<file path="src/rtl/cache_control_if.sv">
// cache_control_if: CPU-side and physical-memory-side handshake signals of the
// two-way cache controller.
//
// Signals:
//   mem_read, mem_write : CPU read / write request (level, held until mem_resp)
//   mem_resp            : request complete (single-cycle pulse from controller)
//   pmem_read           : controller asks memory for a block fill
//   pmem_write          : controller asks memory to accept a dirty victim block
//   pmem_resp           : memory reports the current transaction done
//
// Handshake: a CPU request is a level held until the cycle mem_resp=1. A memory
// transaction is a level on pmem_read or pmem_write held until the cycle
// pmem_resp=1; that cycle completes it. Only one of pmem_read/pmem_write is high
// at any time.
//
// Modports:
//   slave  : the controller (receives CPU requests, drives memory requests)
//   master : the environment (issues CPU requests, plays the memory)
interface cache_control_if;
    logic mem_read;
    logic mem_write;
    logic mem_resp;
    logic pmem_read;
    logic pmem_write;
    logic pmem_resp;

    modport slave (
        input  mem_read,
        input  mem_write,
        input  pmem_resp,
        output mem_resp,
        output pmem_read,
        output pmem_write
    );

    modport master (
        output mem_read,
        output mem_write,
        output pmem_resp,
        input  mem_resp,
        input  pmem_read,
        input  pmem_write
    );
endinterface

</file>
<file path="src/rtl/cache_control.sv">
// cache_control: control FSM for a two-way set-associative write-back cache.
// Hits complete in the cycle they are presented. A miss latches the LRU way as
// victim, writes it back to memory if dirty, fills it from memory, then returns
// to IDLE where the still-pending request completes as a hit.
//
// Ports:
//   clk, reset        : clock, synchronous active-high reset
//   bus (slave)       : CPU request/response and physical memory handshake
//   ishit0_out/1_out  : tag match per way
//   dirtyarr0/1_out   : dirty bit per way
//   lru_out           : victim way (1 = way1)
//   datainmux_sel     : 0 = pmem block, 1 = CPU-merged block
//   *_write           : datapath array write enables
//   addressmux_sel    : 00 CPU addr, 01 way0 writeback addr, 10 way1 writeback addr
//   hit_count, miss_count, wb_count : wrapping 16-bit statistics
//   state_dbg         : current FSM state (0 IDLE, 1 WRITEBACK, 2 ALLOCATE)
module cache_control (
    input  logic            clk,
    input  logic            reset,
    cache_control_if.slave  bus,
    input  logic            ishit0_out,
    input  logic            ishit1_out,
    input  logic            dirtyarr0_out,
    input  logic            dirtyarr1_out,
    input  logic            lru_out,
    output logic            datainmux_sel,
    output logic            dataarr0_write,
    output logic            dataarr1_write,
    output logic            valid0_write,
    output logic            valid1_write,
    output logic            tag0_write,
    output logic            tag1_write,
    output logic            dirtyarr0_write,
    output logic            dirtyarr1_write,
    output logic            lru_write,
    output logic [1:0]      addressmux_sel,
    output logic [15:0]     hit_count,
    output logic [15:0]     miss_count,
    output logic [15:0]     wb_count,
    output logic [1:0]      state_dbg
);

    typedef enum logic [1:0] {
        IDLE      = 2'd0,
        WRITEBACK = 2'd1,
        ALLOCATE  = 2'd2
    } state_t;

    state_t state;
    state_t next_state;
    logic   victim;

    logic req;
    logic hit;

    // Ungated control values; the gating below keeps everything quiet while
    // reset is high so nothing is written into the arrays during reset.
    logic resp_c, pmem_read_c, pmem_write_c;
    logic data0_c, data1_c, valid0_c, valid1_c, tag0_c, tag1_c;
    logic dirty0_c, dirty1_c, lru_c;
    logic hit_evt, miss_evt, wb_evt;

    assign req = bus.mem_read | bus.mem_write;
    assign hit = ishit0_out | ishit1_out;

    always_comb begin
        next_state     = state;
        resp_c         = 1'b0;
        pmem_read_c    = 1'b0;
        pmem_write_c   = 1'b0;
        datainmux_sel  = 1'b0;
        addressmux_sel = 2'b00;
        data0_c        = 1'b0;
        data1_c        = 1'b0;
        valid0_c       = 1'b0;
        valid1_c       = 1'b0;
        tag0_c         = 1'b0;
        tag1_c         = 1'b0;
        dirty0_c       = 1'b0;
        dirty1_c       = 1'b0;
        lru_c          = 1'b0;
        hit_evt        = 1'b0;
        miss_evt       = 1'b0;
        wb_evt         = 1'b0;

        case (state)
            IDLE: begin
                if (req) begin
                    if (hit) begin
                        resp_c  = 1'b1;
                        lru_c   = 1'b1;
                        hit_evt = 1'b1;
                        // A write (also read+write together) merges CPU data
                        // into the hitting way; way0 wins if both match.
                        if (bus.mem_write) begin
                            datainmux_sel = 1'b1;
                            if (ishit0_out) begin
                                data0_c  = 1'b1;
                                dirty0_c = 1'b1;
                            end else begin
                                data1_c  = 1'b1;
                                dirty1_c = 1'b1;
                            end
                        end
                    end else begin
                        miss_evt = 1'b1;
                        if (lru_out ? dirtyarr1_out : dirtyarr0_out)
                            next_state = WRITEBACK;
                        else
                            next_state = ALLOCATE;
                    end
                end
            end

            WRITEBACK: begin
                pmem_write_c   = 1'b1;
                addressmux_sel = victim ? 2'b10 : 2'b01;
                if (bus.pmem_resp) begin
                    wb_evt     = 1'b1;
                    next_state = ALLOCATE;
                end
            end

            ALLOCATE: begin
                pmem_read_c = 1'b1;
                if (bus.pmem_resp) begin
                    // Fill the latched victim; the dirty enable is pulsed with
                    // the pmem mux selected, so the fresh block loads clean.
                    if (victim) begin
                        data1_c  = 1'b1;
                        tag1_c   = 1'b1;
                        valid1_c = 1'b1;
                        dirty1_c = 1'b1;
                    end else begin
                        data0_c  = 1'b1;
                        tag0_c   = 1'b1;
                        valid0_c = 1'b1;
                        dirty0_c = 1'b1;
                    end
                    next_state = IDLE;
                end
            end

            default: next_state = IDLE;
        endcase
    end

    assign bus.mem_resp    = resp_c       & ~reset;
    assign bus.pmem_read   = pmem_read_c  & ~reset;
    assign bus.pmem_write  = pmem_write_c & ~reset;
    assign dataarr0_write  = data0_c      & ~reset;
    assign dataarr1_write  = data1_c      & ~reset;
    assign valid0_write    = valid0_c     & ~reset;
    assign valid1_write    = valid1_c     & ~reset;
    assign tag0_write      = tag0_c       & ~reset;
    assign tag1_write      = tag1_c       & ~reset;
    assign dirtyarr0_write = dirty0_c     & ~reset;
    assign dirtyarr1_write = dirty1_c     & ~reset;
    assign lru_write       = lru_c        & ~reset;
    assign state_dbg       = state;

    always_ff @(posedge clk) begin
        if (reset) begin
            state      <= IDLE;
            victim     <= 1'b0;
            hit_count  <= 16'h0000;
            miss_count <= 16'h0000;
            wb_count   <= 16'h0000;
        end else begin
            state <= next_state;
            // Victim only changes on a fresh miss, so lru_out movement during
            // WRITEBACK/ALLOCATE cannot redirect the fill.
            if (miss_evt)
                victim <= lru_out;
            if (hit_evt)
                hit_count <= hit_count + 16'd1;
            if (miss_evt)
                miss_count <= miss_count + 16'd1;
            if (wb_evt)
                wb_count <= wb_count + 16'd1;
        end
    end

endmodule

</file>
<file path="src/flat_wrapper.sv">
// flat-port wrapper written by rule: the top's interface ports become plain ports
module cache_control_flat 
  (clk, reset, ishit0_out, ishit1_out, dirtyarr0_out, dirtyarr1_out, lru_out, datainmux_sel, dataarr0_write, dataarr1_write, valid0_write, valid1_write, tag0_write, tag1_write, dirtyarr0_write, dirtyarr1_write, lru_write, addressmux_sel, hit_count, miss_count, wb_count, state_dbg, bus_mem_read, bus_mem_write, bus_pmem_resp, bus_mem_resp, bus_pmem_read, bus_pmem_write);
  cache_control_if bus_i ();
  input  logic clk;
  input  logic reset;
  input  logic ishit0_out;
  input  logic ishit1_out;
  input  logic dirtyarr0_out;
  input  logic dirtyarr1_out;
  input  logic lru_out;
  output logic datainmux_sel;
  output logic dataarr0_write;
  output logic dataarr1_write;
  output logic valid0_write;
  output logic valid1_write;
  output logic tag0_write;
  output logic tag1_write;
  output logic dirtyarr0_write;
  output logic dirtyarr1_write;
  output logic lru_write;
  output logic [1:0] addressmux_sel;
  output logic [15:0] hit_count;
  output logic [15:0] miss_count;
  output logic [15:0] wb_count;
  output logic [1:0] state_dbg;
  input wire logic [$bits(bus_i.mem_read)-1:0] bus_mem_read;
  input wire logic [$bits(bus_i.mem_write)-1:0] bus_mem_write;
  input wire logic [$bits(bus_i.pmem_resp)-1:0] bus_pmem_resp;
  output wire logic [$bits(bus_i.mem_resp)-1:0] bus_mem_resp;
  output wire logic [$bits(bus_i.pmem_read)-1:0] bus_pmem_read;
  output wire logic [$bits(bus_i.pmem_write)-1:0] bus_pmem_write;
  assign bus_i.mem_read = bus_mem_read;
  assign bus_i.mem_write = bus_mem_write;
  assign bus_i.pmem_resp = bus_pmem_resp;
  assign bus_mem_resp = bus_i.mem_resp;
  assign bus_pmem_read = bus_i.pmem_read;
  assign bus_pmem_write = bus_i.pmem_write;
  cache_control u_core (.clk(clk), .reset(reset), .bus(bus_i), .ishit0_out(ishit0_out), .ishit1_out(ishit1_out), .dirtyarr0_out(dirtyarr0_out), .dirtyarr1_out(dirtyarr1_out), .lru_out(lru_out), .datainmux_sel(datainmux_sel), .dataarr0_write(dataarr0_write), .dataarr1_write(dataarr1_write), .valid0_write(valid0_write), .valid1_write(valid1_write), .tag0_write(tag0_write), .tag1_write(tag1_write), .dirtyarr0_write(dirtyarr0_write), .dirtyarr1_write(dirtyarr1_write), .lru_write(lru_write), .addressmux_sel(addressmux_sel), .hit_count(hit_count), .miss_count(miss_count), .wb_count(wb_count), .state_dbg(state_dbg));
endmodule
</file>
<file path="config.mk">
export PLATFORM = sky130hd
export DESIGN_NAME = cache_control_flat
export DESIGN_NICKNAME = d
export VERILOG_FILES = /design/src/rtl/cache_control_if.sv /design/src/rtl/cache_control.sv /design/src/flat_wrapper.sv
export SDC_FILE = /design/constraint.sdc
export NUM_CORES = 1
export LEC_CHECK = 0
export CORE_ASPECT_RATIO = 1.25
export CORE_MARGIN = 2
export CORE_UTILIZATION = 43
export DETAILED_ROUTE_END_ITERATION = 10
export GPL_TIMING_DRIVEN = 0
export PLACE_DENSITY = 0.77
export SYNTH_ARGS = -nofsm -noshare
export SYNTH_HDL_FRONTEND = slang
export SYNTH_SLANG_ARGS = --single-unit
</file>
<file path="constraint.sdc">
create_clock -name clk -period 1.51 [get_ports clk]
set_input_delay 0.2265 -clock clk [delete_from_list [all_inputs] [get_ports clk]]
set_output_delay 0.2265 -clock clk [all_outputs]
set_load 0.02 [all_outputs]
</file>
==> impl_results.md <==
- Post-synth EDFFs: 0
- Hold_sp: u_core.hit_count[15]
- Fillers: 400
- Final ANT Viol Nets: 0
- # IOs: 75
- DRC Markers: 0
- Clk_lat worst skew: 0.31 ns
- Vias in the first global route: between 2k and 3k
- Antenna cells: 0
- DRT iter0 DRCs: between 100 and 150
- Core region area: about 5700 um^2
- Initial antenna violation count: 0
- Crit. End Element: register
- Rel. slew slack: 0.575
- Starting Density: 0.442
- Fin worst setup slack: -0.303 ns
- Drt pass-1 iters: 4
- Synth area leaders: dfxtp_1, nor2_1, a21oi_1
- R2r endpoint: u_core.miss_count[5]
- WHS Endpoint: u_core.hit_count[15]
- Syn avg cell area: 8.57 um^2
- Via-to-Cell Ratio: around 5.7
- Critical-path cell list: buf_6 > buf_4 > buf_4 > or4_4 > nor4b_4 > xnor2_1 > nor2_1
- Most instantiated library cell after synthesis: dfxtp_1
- Crit Path Class: reg2reg
- Largest net degree at the start of global routing: 17
- Worst hold path type: reg2reg
- Top-area cell type share of the netlist area: 0.402
- Via count: around 2.7k
- Die Wd: between 70 and 80 um
- Ys Warns: 0
- Post-synthesis register bit count: 51
- Area growth, synth to finish: 66.1%
- IO buf count: between 70 and 80
- Synth area leader: dfxtp_1
- Die area: approximately 6500 um^2
- Final setup skew: slightly below 0.009 ns
- Multi-input gate area: 1820 um^2
- Critical path's largest stage delay: 0.49 ns
- CP startpoint kind: register
- FF-to-FF setup slack: -0.30 ns
- CTS sink cnt: 51
- P per Cell Area: between 600 and 700 nW/um^2
- CTS root buf: clkbuf_8
- Crit-path max FO: 5
- Critical path data arrival time: 2.00 ns
- CP max-delay cell: or4_4
- Final setup violation count: 57
- Fmax: approximately 550 MHz
- P_leak: about 1.9 nW
- CTS tree: yes
- FF+latch area: about 1100 um^2
- Outcome: finished, violations left
- Max clock buf depth: 2
- Mapped Area: between 2000 and 3000 um^2
- Peak supply drop: ~0.47 mV
- Clock Pin Slew Worst Setup and Hold Paths: approximately 0.090 ns
- Post-DR wirelength/cell: around 17 um
- Gr usage total: 0.231
- Post-route minimum period: approximately 1.8 ns
- Worst Tran Pin Value: 0.637 ns
- Post-synth cell types: 43
- H-tree Lvls: 2
- Final RePlAce weighted congestion: around 0.8
- Syn nets: about 310
- RSZ-0062 raised after global routing: true
- Synth top cells by count: dfxtp_1, nor2_1, a21oi_1
- FF-to-FF Start: u_core.state_dbg[1]
- GR Overflow Total: 0
- Async set-reset flop share out of synthesis: 0
- Total length of routed wires: about 8.1 mm
- Nets: 423
- Req. time, crit path: approximately 1.7 ns
- Post-synthesis sequential area ratio: 0.402
- Min-Delay Path Depth: 2
- HPWL Detailed: roughly 4.8 mm
- Hold violation total from the final report: 0
- CTS Buf Count: 5
- Worst r2r path cells: 7
- Main synth FF type: dfxtp_1
- Crit share post-route: 1.20
- Slew Viols, Final: 0
- Global-route wire length before repair: about 12 mm
- Setup_tns: -9.75 ns
- DIE HEIGHT: approximately 90 um
- Violated checks: negative setup slack
- Maxcap violations: 0
- Layout cell share with drive strength beyond 1: 0.399
- CP most frequent cell: buf_4
- Post-Route Utilization: 0.734
- Num rows: 31
- Syn Inst Count: between 200 and 300
## layout make-up
type | count | area share
well taps | 66 | 0.0196
repair buffers | 111 | 0.240
multi-input cells | 224 | 0.431
inverters | 3 | 0.00267
plain buffers | 14 | 0.0255
flip-flops and latches | 51 | 0.254
clock buffers | 5 | 0.0163
clock inverters | 3 | 0.0104
## power breakdown
part,total (W),leakage (nW),switching (W),internal (W)
registers,0.00138,0.426,0.0000260,0.00136
logic,0.000379,1.39,0.000202,0.000177
clock network,0.000971,0.0581,0.000477,0.000494
total,0.00273,1.87,0.000705,0.00203
## cells in the final DEF (no fill, tap or decap), types with 3 or more instances in the layout
cell,count
dfxtp_4,8
or3_4,3
nand4_1,13
nand3_1,7
o21ai_0,9
clkdlybuf4s50_1,3
clkbuf_1,5
mux2i_1,3
o31ai_2,6
dfxtp_1,26
o31ai_1,4
a21oi_2,7
nor3_2,3
and4_1,4
or3_1,7
clkbuf_8,6
buf_6,28
xor2_1,11
dlygate4sd2_1,51
a21oi_1,16
inv_1,3
and3_1,7
nor4_4,4
dfxtp_2,17
nand2_1,17
nor2_4,8
or4_1,8
xnor2_1,8
dlymetal6s2s_1,4
nor2_1,30
buf_4,31
nand3_2,5
or4_4,4
## what timing repair did
action | CTS | global route
gates resized for setup | 178 | 54
setup buffers | 33 | 9
pin swaps | 42 | 27
hold buffers | 0 | 0
setup endpoints to repair | 112 | 61
gates cloned | 1 | 0
## worst max-delay path: cells and delay by family, from the launching register on
kind,cells,cell delay [ns]
DFF,1,0.35
buffers and inverters,3,0.41
xor gates and xnor gates,1,0.15
and+or+nand+nor,3,0.79
## sequential cells by signal (all words and copies together), names as in the netlist
name and cells:
u_core.wb_count 16, u_core.hit_count 16, u_core.victim 1, u_core.state_dbg 2, u_core.miss_count 16
## logic make-up (layout without fill, tap and decap cells)
family / count (synthesis) / after routing / synth area share
AO/OA/AOI/OAI: 52 / 52 / 0.121
XOR/XNOR: 22 / 22 / 0.0759
AND/OR/NAND/NOR: 142 / 142 / 0.321
multiplexers: 5 / 5 / 0.0207
buffers and inverters: 21 / 136 / 0.0439
flip-flops: 51 / 51 / 0.402
adder cells (fa/ha/maj): 3 / 3 / 0.0148
## metal layers
metal / vias up / part of all wire / global-route usage
met5: - / 0 / 0
li1: 1301 / - / -
met1: 1348 / 0.39 / 0.267
met3: 13 / 0.040 / 0.0303
met2: 70 / 0.54 / 0.414
met4: 0 / 0.026 / 0.100
## per-stage QoR
stage	hold slack, ns	cell area [um^2]	setup WS [ns]	cells	total power [W]
2_1_floorplan	0.363	2690	-0.0917	296	0.00157
3_3_place_gp	0.466	3500	-1.06	435	0.00169
3_5_place_dp	0.486	3500	-1.05	435	0.00170
4_1_cts	0.465	3970	-0.328	476	0.00270
5_1_grt	0.521	4210	-0.364	477	0.00282
6_report	0.495	4210	-0.303	477	0.00273
## worst max path at each step
| stage | startpoint | endpoint | slack (ns) | depth (start not counted) |
|---|---|---|---|---|
| global placement | reset | bus_pmem_write | -1.06 | 5 |
| finish | u_core.state_dbg[1] | u_core.miss_count[5] | -0.30 | 7 |
| global route | u_core.state_dbg[1] | u_core.miss_count[15] | -0.36 | 6 |
| detailed placement | reset | bus_pmem_write | -1.05 | 5 |
| CTS | u_core.state_dbg[1] | dirtyarr1_write | -0.33 | 6 |
| floorplan | u_core.state_dbg[1] | dirtyarr1_write | -0.09 | 5 |
No activity file was read; power rests on OpenSTA's default activity.
